`src/rtl/seg_scan_ctrl_pkg.sv`:
```
// Shared constants for the multiplexed 7-segment scan controller:
// default geometry, write-FSM encoding and the hex decode table.
package seg_scan_ctrl_pkg;

  localparam int NDIG_DEF  = 8;
  localparam int DIV_DEF   = 50000;
  localparam int BLANK_DEF = 2;

  typedef enum logic {
    ST_IDLE = 1'b0,
    ST_PEND = 1'b1
  } wr_state_e;

  // Active-high {a,b,c,d,e,f,g,dp}, indexed by nibble value.
  localparam logic [15:0][7:0] HEX_SEG = {
    8'h8E, 8'hDE, 8'h7A, 8'h9C, 8'h3E, 8'hEE, 8'hF6, 8'hFE,
    8'hE0, 8'hBE, 8'hB6, 8'h66, 8'hF2, 8'hDA, 8'h60, 8'hFC
  };

endpackage

```
`src/rtl/seg_hex_dec.sv`:
```
// Hex nibble to active-low segment decoder; disabled means all segments off.
module seg_hex_dec
  import seg_scan_ctrl_pkg::*;
(
  input  logic [3:0] val,
  input  logic       en,
  output logic [7:0] seg
);

  always_comb begin
    seg = 8'hFF;
    if (en) seg = ~HEX_SEG[val];
  end

endmodule

```
`src/rtl/seg_scan_ctrl.sv`:
```
// Time-multiplexed 7-segment scan controller with a one-deep frame buffer
// that is committed to the display only at frame boundaries.
module seg_scan_ctrl
  import seg_scan_ctrl_pkg::*;
#(
  parameter int NDIG  = NDIG_DEF,
  parameter int DIV   = DIV_DEF,
  parameter int BLANK = BLANK_DEF
) (
  input  logic              clk,
  input  logic              rst_n,
  input  logic              wr_valid,
  output logic              wr_ready,
  input  logic [4*NDIG-1:0] wr_data,
  input  logic [NDIG-1:0]   wr_ena,
  input  logic              lz_en,
  output logic [7:0]        seg_out,
  output logic [NDIG-1:0]   an_out
);

  localparam int CNT_W = $clog2(DIV);
  localparam int IDX_W = $clog2(NDIG);

  logic [CNT_W-1:0] cnt;
  logic [IDX_W-1:0] idx;
  logic             tick, frame_end;

  wr_state_e state, state_nxt;
  logic      capture, load;

  logic [NDIG-1:0][3:0] pend_data, disp_data;
  logic [NDIG-1:0]      pend_ena, disp_ena;
  logic                 pend_lz, disp_lz;

  logic [NDIG:0]   zero_above;
  logic [NDIG-1:0] supp;
  logic            show;

  // Slot timing
  assign tick      = (cnt == CNT_W'(DIV - 1));
  assign frame_end = tick && (idx == IDX_W'(NDIG - 1));

  always_ff @(posedge clk or negedge rst_n) begin
    if (!rst_n) begin
      cnt <= '0;
      idx <= '0;
    end else begin
      cnt <= tick ? '0 : cnt + 1'b1;
      if (tick) idx <= idx + 1'b1;
    end
  end

  // Write FSM: state register / next state / outputs
  always_ff @(posedge clk or negedge rst_n) begin
    if (!rst_n) state <= ST_IDLE;
    else        state <= state_nxt;
  end

  always_comb begin
    state_nxt = state;
    case (state)
      ST_IDLE: if (wr_valid)  state_nxt = ST_PEND;
      ST_PEND: if (frame_end) state_nxt = ST_IDLE;
      default:                state_nxt = ST_IDLE;
    endcase
  end

  always_comb begin
    wr_ready = (state == ST_IDLE);
    capture  = (state == ST_IDLE) && wr_valid;
    load     = (state == ST_PEND) && frame_end;
  end

  always_ff @(posedge clk or negedge rst_n) begin
    if (!rst_n) begin
      pend_data <= '0;
      pend_ena  <= '0;
      pend_lz   <= 1'b0;
      disp_data <= '0;
      disp_ena  <= '0;
      disp_lz   <= 1'b0;
    end else begin
      if (capture) begin
        pend_data <= wr_data;
        pend_ena  <= wr_ena;
        pend_lz   <= lz_en;
      end
      if (load) begin
        disp_data <= pend_data;
        disp_ena  <= pend_ena;
        disp_lz   <= pend_lz;
      end
    end
  end

  // Leading-zero suppression: a digit is blank when it and everything above is zero.
  assign zero_above[NDIG] = 1'b1;
  for (genvar i = NDIG - 1; i >= 0; i--) begin : g_lz
    assign zero_above[i] = (disp_data[i] == 4'h0) && zero_above[i+1];
    if (i == 0) begin : g_d0
      assign supp[i] = 1'b0;
    end else begin : g_dn
      assign supp[i] = disp_lz && zero_above[i];
    end
  end

  assign show   = disp_ena[idx] && !supp[idx] && (cnt >= CNT_W'(BLANK));
  assign an_out = show ? ~(NDIG'(1) << idx) : '1;

  seg_hex_dec u_dec (
    .val (disp_data[idx]),
    .en  (show),
    .seg (seg_out)
  );

endmodule

```
`config.mk`:
```
export PLATFORM = sky130hd
export DESIGN_NAME = seg_scan_ctrl
export DESIGN_NICKNAME = d
export VERILOG_FILES = /design/src/rtl/seg_scan_ctrl_pkg.sv /design/src/rtl/seg_hex_dec.sv /design/src/rtl/seg_scan_ctrl.sv
export SDC_FILE = /design/constraint.sdc
export NUM_CORES = 1
export LEC_CHECK = 0
export BUFFER_PORTS_ARGS = -buffer_cell sky130_fd_sc_hd__buf_4
export CAP_MARGIN = 20
export CORE_AREA = 5 5 124 126
export CTS_BUF_LIST = sky130_fd_sc_hd__clkbuf_4 sky130_fd_sc_hd__clkbuf_8
export CTS_CLUSTER_DIAMETER = 120
export DETAILED_ROUTE_END_ITERATION = 7
export DIE_AREA = 0 0 129 131
export MAX_ROUTING_LAYER = met4
export PLACE_DENSITY = 0.6
export RECOVER_POWER = 100
export SYNTH_ARGS = -nofsm -noshare
export SYNTH_HDL_FRONTEND = slang
export SYNTH_SLANG_ARGS = --single-unit
```
`constraint.sdc`:
```
create_clock -name clk -period 2.8 [get_ports clk]
set_input_delay 0.28 -clock clk [delete_from_list [all_inputs] [get_ports clk]]
set_output_delay 0.28 -clock clk [all_outputs]
set_load 0.02 [all_outputs]
```
==> run_results.csv, run 1 <==
group,metric,value,unit
synthesis,yosysSeqAreaShare,53.2,%
sta,layout_setup_ws,-0.0371,ns
sta,relSlewSlack,2.73,%
cells_and_area,fin_util,41.4,%
clock_network,cts_inserted_buffers,9,
route,routed-via-count,3386,
synthesis,synth_cells,442,
placement,place_congestion,0.883,
cells_and_area,layout_common_cells,"139 x nand2_1, 101 x dfrtp_1, 59 x buf_4",
pwr,p_seq_share,59.0,%
route,wl,10.5,mm
job,cap_violations,0,
synthesis,synth_flop_cell,"dfrtp_1",
sta,rsz0062_at_grt,"yes",
sta,fin_setup_tns,-0.0592,ns
min_path,min_path_type,"input pin to flop",
sta,min_period,2.84,ns
placement,place_worst_setup_slack,0.192,ns
clock_network,clkSinkCount,102,
placement,detailed_place_hpwl,7.61,mm
clock_network,insertion_delay,0.37,ns
pwr,p_int,2.11,mW
synthesis,synth_fp_nets,500,
cells_and_area,finalInstanceArea,5880,um2
synthesis,synth_edf_count,0,
grt,grt_max_degree,60,
placement,io_buffers,59,
setup_path,path_buf_inv,3,
cells_and_area,final_common_cell,"nand2_1",
sta,finalSetupViolations,2,
floorplanning,die_h,131,um
setup_path,cp_slowest_stage_delay,0.49,ns
floorplanning,core,14200,um2
pwr,powerDensity,455,nW/um2
cells_and_area,ff_latch_area,2550,um2
sta,hold_viol,0,
sta,maxSlewViolCount,0,
pwr,power_frac_comb,5.3,%
cells_and_area,nFillCells,1392,
grt,grt_pass1_wl,17.6,mm
setup_path,critPathRequiredTime,2.52,ns
route,drc_errors,0,
synthesis,postSynthAreaPerCell,10.9,um2
pwr,p_clk_share,35.7,%
clock_network,htree_levels,3,
cells_and_area,nets,573,
cells_and_area,n_antenna_cell,0,
floorplanning,core.rowCount,44,
grt,grt_remaining_overflow,0,
sta,final.setup_skew,0.0120,ns
route,drt-pass1-iter-count,4,
clock_network,ctsRootBufferMaster,"clkbuf_8",
sta,worst_pin_slew,1.46,ns
sta,fin_crit_sh,101,%
outcome,status,"complete, but fails checks",
route,drtIter0Drc,167,
floorplanning,initial_core_util,33.8,%
setup_path,worst_path_most_repeated_cell,"buf_4",
pwr,p_switching,0.566,mW
setup_path,crit_slowest_cell,"mux4_2",
route,ant_nets,0,
setup_path,cp.arrival,2.56,ns
synthesis,synthDistinctLibCells,40,
placement,place_area,5450,um2
cells_and_area,syn_to_final_growth,22.4,%
setup_path,rrSetupSlack,0.54,ns
floorplanning,die_w,129,um
pwr,peakVddDrop,0.292,mV
route,vias_per_cell,4.81,
clock_network,cts_tree,"yes",
cells_and_area,layout-drive-gt1-share,33.3,%
floorplanning,die_area,16900,um2
outcome,violations,"setup timing",
route,routedWlPerCell,15.0,um
setup_path,crit_path_end_kind,"output pin",
synthesis,yosysWarnings,0,
clock_network,clk_pin_slew,0.09,ns
clock_network,clk_path_buf_depth,2,
pwr,p_sw_share,21.2,%
setup_path,critical_path.top_delay_family,"multiplexers",
floorplanning,ios,61,
synthesis,synth-seq-cells,102,
pwr,p_leak,2.85,nW
grt,track_usage,13.7,%
synthesis,async_reset_ff_share,100,%
setup_path,path_max_fanout,5,
grt,grt_pass1_vias,3483,
setup_path,critical_path_class,"flop to output pin",
cells_and_area,multi_input_area,2190,um2
setup_path,worstPathCellList,"buf_4, mux4_2, mux2_4, inv_6, ha_4, nor2_1, a21oi_1, o221ai_1, buf_4",
sta,max_freq,0.352,GHz
grt,antenna_found_initial,0,
synthesis,syn-cell-area,4800,um2
setup_path,cp-start-kind,"flop",
timing repair:
action,in CTS,in global routing
gates resized for setup,21,27
setup buffers,4,4
endpoints found under the hold margin,50,0
setup endpoints to repair,15,15
pin swaps,1,5
gates cloned,2,0
hold buffers,1,0
layer usage:
metal	GRT usage [%]	up-vias	wire, um
li1	-	1626	-
met1	18.5	1649	4890
met2	20.5	91	4940
met3	2.56	20	475
met4	5.37	0	223
met5	-	-	0
power by group through the flow:
stage	logic, mW	clock network [mW]	registers (mW)
after CTS	0.150	0.988	1.58
after global routing	0.162	1.06	1.59
final	0.143	0.955	1.58
after detailed placement	0.149	0	1.61
after floorplan	0.0630	0	1.59
after global placement	0.144	0	1.61
cells by family (layout without fill, tap and decap cells):
logic type | Yosys count | in the layout | synth area share [%]
buffers and inverters | 32 | 109 | 3.62
AND/OR/NAND/NOR | 200 | 200 | 17.6
XOR/XNOR | 15 | 15 | 2.74
other | 1 | 1 | 0.0781
adder cells (fa/ha/maj) | 14 | 14 | 3.65
flip-flops | 102 | 102 | 53.2
AO/OA/AOI/OAI | 21 | 21 | 3.15
multiplexers | 57 | 58 | 16.0
final timing paths:
check / startpoint / end / depth (start not counted)
max: idx[0] / seg_out[6] / 9
max reg2reg: cnt[11] / disp_data[16] / 7
max in group asynchronous: rst_n / disp_data[22] / 3
min: wr_data[8] / pend_data[8] / 2
min in group asynchronous: rst_n / cnt[12] / 2
min reg2reg: disp_ena[7] / disp_ena[7] / 2
per-stage QoR:
stage	power, mW	cells	hold slack, ns
final	2.68	704	0.134
after global placement	1.75	677	0.388
after CTS	2.72	700	0.113
after global routing	2.81	704	0.115
after floorplan	1.66	442	-0.0156
after detailed placement	1.76	677	0.401
registers in the layout (all words and copies together) (netlist names), 3 cells and up:
signal	cells
cnt	16
pend_data	32
idx	3
disp_ena	8
pend_ena	8
disp_data	32
cell type report:
| cell class | count | area share, % |
|---|---|---|
| multi-input combinational | 309 | 37.2 |
| timing repair buffer | 83 | 11.1 |
| clock buffer | 13 | 2.83 |
| tap | 184 | 3.92 |
| clock inverter | 3 | 0.724 |
| sequential | 102 | 43.5 |
| inverter | 10 | 0.724 |
synthesized netlist by cell type (all sizes together), types with 9 or more instances:
cell type    n  area [um2]
nand2      143         537
buf         17         118
nor4         9        71.3
mux4        10         233
mux2        43         484
dfrtp      102        2550
nor2        18        67.6
nand3       16        80.1
ha          14         175
inv          9        33.8
xor2        10        87.6
(Power assumes the default switching activity.)
==> inputs of run 2 (changes only) <==
--- a/config.mk
+++ b/config.mk
@@ -8,8 +8,7 @@
 export BUFFER_PORTS_ARGS = -buffer_cell sky130_fd_sc_hd__buf_4
 export CAP_MARGIN = 20
 export CORE_AREA = 5 5 124 126
-export CTS_BUF_LIST = sky130_fd_sc_hd__clkbuf_4 sky130_fd_sc_hd__clkbuf_8
-export CTS_CLUSTER_DIAMETER = 120
+export CTS_CLUSTER_DIAMETER = 50
 export DETAILED_ROUTE_END_ITERATION = 7
 export DIE_AREA = 0 0 129 131
 export MAX_ROUTING_LAYER = met4
==> run 2 against run 1 <==
The flow still finishes with violations (setup timing). Fmax increased by 0.13%. Critical endpoint is now an_out[1]. Non-clock buffer count decreased by 1. Global-route usage increased by 0.14 points. Sequential share of layout area decreased by 0.70 points. Highest routed layer unchanged. Register-to-register slack got worse by 0.14 ns. Die area unchanged. Critical path depth unchanged. Power increased by 11%.
==> run_results.csv, run 2 (same netlist as run 1, synthesis figures left out) <==
group,metric,value,unit
outcome,status,"complete, but fails checks",
outcome,violations,"setup timing",
clock_network,cts_tree,"yes",
sta,layout_setup_ws,-0.0334,ns
setup_path,startpoint,"idx[0]",
floorplanning,core,14200,um2
setup_path,worst_path_most_repeated_cell,"buf_6",
job,cap_violations,0,
route,routedWlPerCell,15.2,um
setup_path,rr_startpoint,"cnt[11]",
floorplanning,initial_core_util,33.8,%
setup_path,cp_slowest_stage_delay,0.48,ns
setup_path,crit_path_end_kind,"output pin",
sta,finalSetupViolations,5,
sta,fin_crit_sh,101,%
cells_and_area,n_antenna_cell,0,
floorplanning,ios,61,
clock_network,cts_inserted_buffers,9,
sta,maxSlewViolCount,0,
placement,place_congestion,0.883,
route,vias_per_cell,4.82,
clock_network,ctsRootBufferMaster,"clkbuf_16",
setup_path,cp.arrival,2.55,ns
route,ant_nets,0,
setup_path,path_max_fanout,7,
setup_path,critical_path.top_delay_family,"compound AO/OA/AOI/OAI gates",
sta,min_period,2.83,ns
floorplanning,core.rowCount,44,
sta,hold_viol,0,
placement,detailed_place_hpwl,7.61,mm
clock_network,insertion_delay,0.34,ns
placement,place_worst_setup_slack,0.192,ns
cells_and_area,nFillCells,1373,
cells_and_area,final_common_cell,"nand2_1",
setup_path,critPathRequiredTime,2.52,ns
min_path,min_path_type,"input pin to flop",
sta,max_freq,0.353,GHz
setup_path,worstPathCellList,"buf_6, or4b_4, o21ai_4, a31oi_4, a2111oi_4, a221oi_4, buf_2, nand3_1, buf_6",
floorplanning,die_h,131,um
clock_network,clkSinkCount,102,
placement,io_buffers,59,
clock_network,clk_pin_slew,0.06,ns
grt,grt_pass1_wl,17.8,mm
clock_network,htree_levels,3,
sta,rsz0062_at_grt,"yes",
pwr,powerDensity,498,nW/um2
pwr,peakVddDrop,0.326,mV
floorplanning,die_w,129,um
route,wl,10.7,mm
cells_and_area,layout-drive-gt1-share,32.4,%
cells_and_area,nets,572,
sta,fin_setup_tns,-0.0831,ns
setup_path,crit_slowest_cell,"or4b_4",
clock_network,clk_path_buf_depth,2,
cells_and_area,syn_to_final_growth,24.4,%
grt,antenna_found_initial,0,
sta,worst_pin_slew,1.47,ns
min_path,hold_start,"wr_ena[7]",
grt,grt_max_degree,60,
setup_path,path_buf_inv,3,
route,drtIter0Drc,183,
route,drc_errors,0,
grt,track_usage,13.8,%
pwr,p_total,2.97,mW
floorplanning,die_area,16900,um2
route,routed-via-count,3385,
grt,grt_remaining_overflow,0,
cells_and_area,layout_common_cells,"140 x nand2_1, 101 x dfrtp_1, 61 x buf_4",
setup_path,critical_path_class,"flop to output pin",
clock_network,cts_hold_buf,0,
grt,grt_pass1_vias,3501,
setup_path,cp-start-kind,"flop",
sta,relSlewSlack,2.16,%
pwr,p_leak,2.86,nW
route,drt-pass1-iter-count,4,
sta,final.setup_skew,0.00543,ns
cells_and_area,top_regs,"disp_data: 32 flops, pend_data: 32 flops, cnt: 16 flops",
-- run 2: cell types whose count changed in the layout (fill, tap and decap cells not counted), moves of 2 or more --
cell	change
buf_6	-4
clkbuf_1	+3
buf_2	+2
clkbuf_4	-2
buf_4	+2
clkbuf_8	-9
clkbuf_16	+9
nand2_2	-2
-- run 2: stage by stage --
step                      instances  utilization [%]  hold slack, ns  cell area [um2]
after floorplan                 442                -         -0.0156             4800
after global placement          677             38.4           0.388             5450
after detailed placement        677             38.4           0.401             5450
after CTS                       699             41.3          0.0277             5860
after global routing            703             42.1           0.151             5970
final                           703             42.1           0.166             5970
-- run 2: what timing repair did --
action	4_1_cts	5_1_grt
pin swaps	1	5
gates resized for setup	19	28
endpoints found under the setup margin	15	15
cloned	2	1
buffers inserted	4	3
-- run 2: power by group --
group / total [mW] / internal (mW) / leakage [nW] / switching [mW]
Sequential: 1.58 / 1.54 / 1.34 / 0.0384
Combinational: 0.142 / 0.0881 / 1.37 / 0.0536
Clock: 1.25 / 0.741 / 0.146 / 0.511
-- run 2: per-layer routing --
metal	up-vias	GRT usage, %	wire (um)
met2	69	20.7	5030
met1	1671	18.6	5100
met5	-	-	0
met3	15	2.97	398
li1	1630	-	-
met4	0	5.19	182
-- run 2: path summary, 6_finish.rpt --
path / cells past startpoint / slack [ns] / to
worst max-delay path: 9 / -0.03 / an_out[1]
worst min-delay path: 2 / 0.17 / pend_ena[7]
worst max register to register: 7 / 0.40 / disp_data[16]
worst min register to register: 2 / 0.47 / disp_ena[7]
max in group asynchronous: 2 / 0.98 / pend_data[15]
min in group asynchronous: 1 / 0.29 / cnt[12]
-- run 2: worst reg2reg max path, stage by stage, from the launching register on --
cell	delay, ns
dfrtp_1	0.43
nor4_1	0.28
nand2_1	0.12
nor4_1	0.50
and3_1	0.28
clkbuf_1	0.49
nand2_1	0.15
nand2_1	0.09
-- run 2: layout make-up --
type	instances	area [um2]	share of cell area, %
flip-flops and latches	102	2550	42.8
multi-input cells	309	2220	37.1
repair buffers	82	622	10.4
clock buffers	13	260	4.36
well taps	184	230	3.85
inverters	10	46.3	0.775
clock inverters	3	42.5	0.712
==> inputs of run 3 (changes only) <==
--- a/config.mk
+++ b/config.mk
@@ -11,6 +11,7 @@
 export CTS_CLUSTER_DIAMETER = 50
 export DETAILED_ROUTE_END_ITERATION = 7
 export DIE_AREA = 0 0 129 131
+export GPL_TIMING_DRIVEN = 0
 export MAX_ROUTING_LAYER = met4
 export PLACE_DENSITY = 0.6
 export RECOVER_POWER = 100
==> run 3 against run 2 <==
The flow still finishes with violations (setup timing). Power rose by 2.8%. Cell count rose by 2.1%. Sequential cell count did not move. Non-clock buffer count rose by 15. Highest routed layer unchanged.
==> run_results.csv, run 3 (same netlist as run 1, synthesis figures left out) <==
group,metric,value,unit
sta,worst_pin_slew,1.44,ns
route,drc_errors,0,
clock_network,cts_inserted_buffers,9,
floorplanning,core.rowCount,44,
route,routed-via-count,3469,
clock_network,clkSinkCount,102,
floorplanning,initial_core_util,33.8,%
grt,grt_use_met1,18.7,%
route,routedWlPerCell,15.4,um
placement,place_worst_setup_slack,-0.311,ns
setup_path,worstPathCellList,"buf_8, mux4_2, mux2_4, clkinv_4, ha_4, nor2_1, a21oi_1, o221ai_1, buf_4",
setup_path,path_max_fanout,4,
outcome,status,"complete, but fails checks",
sta,layout_setup_ws,-0.0307,ns
cells_and_area,nFillCells,1394,
placement,detailed_place_hpwl,7.97,mm
grt,grt_pass1_wl,18.1,mm
placement,place_congestion,0.848,
grt,antenna_found_initial,0,
clock_network,clk_path_buf_depth,2,
setup_path,cp.arrival,2.55,ns
cells_and_area,layout-drive-gt1-share,33.3,%
sta,final.setup_skew,0.00869,ns
floorplanning,die_w,129,um
grt,grt_pass1_vias,3548,
grt,grt_remaining_overflow,0,
cells_and_area,top_regs,"disp_data: 32 flops, pend_data: 32 flops, cnt: 16 flops",
setup_path,crit_slowest_cell,"mux4_2",
setup_path,crit_path_end_kind,"output pin",
sta,min_period,2.83,ns
pwr,peakVddDrop,0.274,mV
grt,grt_max_degree,59,
placement,dpl.cell_count,686,
placement,io_buffers,59,
sta,max_freq,0.353,GHz
setup_path,critPathRequiredTime,2.52,ns
grt,grtUsageMet3,3.25,%
outcome,violations,"setup timing",
cells_and_area,n_antenna_cell,0,
clock_network,clk_pin_slew,0.07,ns
route,wl,11.0,mm
sta,hold_viol,0,
grt,top_usage_layer,"met2",
cells_and_area,stdcell_count,718,
clock_network,insertion_delay,0.35,ns
floorplanning,core,14200,um2
min_path,min_path_type,"input pin to flop",
sta,finalSetupViolations,7,
cells_and_area,ff_latch_area,2550,um2
cells_and_area,layout_common_cells,"138 x nand2_1, 101 x dfrtp_1, 62 x buf_4",
route,drtIter0Drc,199,
floorplanning,ios,61,
clock_network,ctsRootBufferMaster,"clkbuf_16",
cells_and_area,final_common_cell,"nand2_1",
job,cap_violations,0,
sta,relSlewSlack,3.82,%
sta,fin_crit_sh,101,%
cells_and_area,nets,587,
setup_path,path_buf_inv,3,
pwr,powerDensity,502,nW/um2
setup_path,cp_slowest_stage_delay,0.51,ns
clock_network,cts_hold_buf,0,
pwr,p_total,3.06,mW
placement,place_area,5500,um2
sta,rsz0062_at_grt,"yes",
route,vias_per_cell,4.83,
route,drt-pass1-iter-count,4,
cells_and_area,syn_to_final_growth,26.8,%
clock_network,htree_levels,3,
cells_and_area,finalInstanceArea,6090,um2
grt,use_met2,21.6,%
setup_path,critical_path_class,"flop to output pin",
setup_path,critical_path.top_delay_family,"multiplexers",
clock_network,cts_tree,"yes",
route,ant_nets,0,
sta,maxSlewViolCount,0,
cells_and_area,multi_input_area,2210,um2
pwr,p_leak,2.94,nW
floorplanning,die_area,16900,um2
setup_path,cp-start-kind,"flop",
floorplanning,die_h,131,um
grt,track_usage,14.1,%
[run 3: changes by cell type in the layout (fill, tap and decap cells not counted), sizes merged]
cell      previous run  this run
buf                 73        81
clkbuf              22        26
bufinv               1         2
clkinv               2         3
clkinvlp             2         3
[run 3: area by class of cell]
type,count,share of cell area [%]
Buffer,22,2.38
Clock buffer,10,3.92
Clock inverter,6,1.40
Inverter,10,0.801
Multi-Input combinational cell,309,36.2
Sequential cell,102,41.9
Tap cell,184,3.78
Timing Repair Buffer,75,9.57
[run 3: worst paths after layout]
path,startpoint,slack (ns),depth (start not counted),endpoint
setup / recovery,idx[0],-0.03,9,seg_out[6]
hold / removal,wr_ena[6],0.16,2,pend_ena[6]
setup reg to reg,cnt[11],0.21,8,disp_data[15]
hold reg to reg,disp_ena[1],0.47,2,disp_ena[1]
max in group asynchronous,rst_n,0.76,2,disp_data[21]
min in group asynchronous,rst_n,0.27,1,cnt[7]
[run 3: per-layer routing]
layer  part of all wire [%]  wire length [um]
met2                     49              5400
met3                    4.9               544
met1                     45              4990
met5                      0                 0
met4                    1.1               120
[run 3: timing repair]
action	4_1_cts	5_1_grt
endpoints found under the setup margin	15	15
cloned	1	2
gates resized for setup	29	26
setup buffers	10	3
pin swaps	6	8
[run 3: power breakdown]
group	total, mW	internal [mW]	switching [mW]
combinational	0.140	0.0878	0.0526
sequential	1.58	1.54	0.0361
clock	1.34	0.804	0.533
total	3.06	2.43	0.622
[run 3: through the flow]
step	hold slack, ns	setup TNS, ns	util [%]
after detailed placement	0.399	-1.19	38.7
after floorplan	-0.0156	0	-
after global routing	0.149	-1.17	42.9
after CTS	0.0236	-0.842	42.2
after global placement	0.450	-0.561	38.5
final	0.161	-0.117	42.9
[run 3: worst register-to-register path: stages (launching register included)]
cell	delay (ns)
dfrtp_1	0.43
nor4_1	0.28
nand2_1	0.15
nor4_4	0.50
and3_1	0.23
clkbuf_1	0.36
clkbuf_1	0.37
nand2_1	0.13
nand2_1	0.08
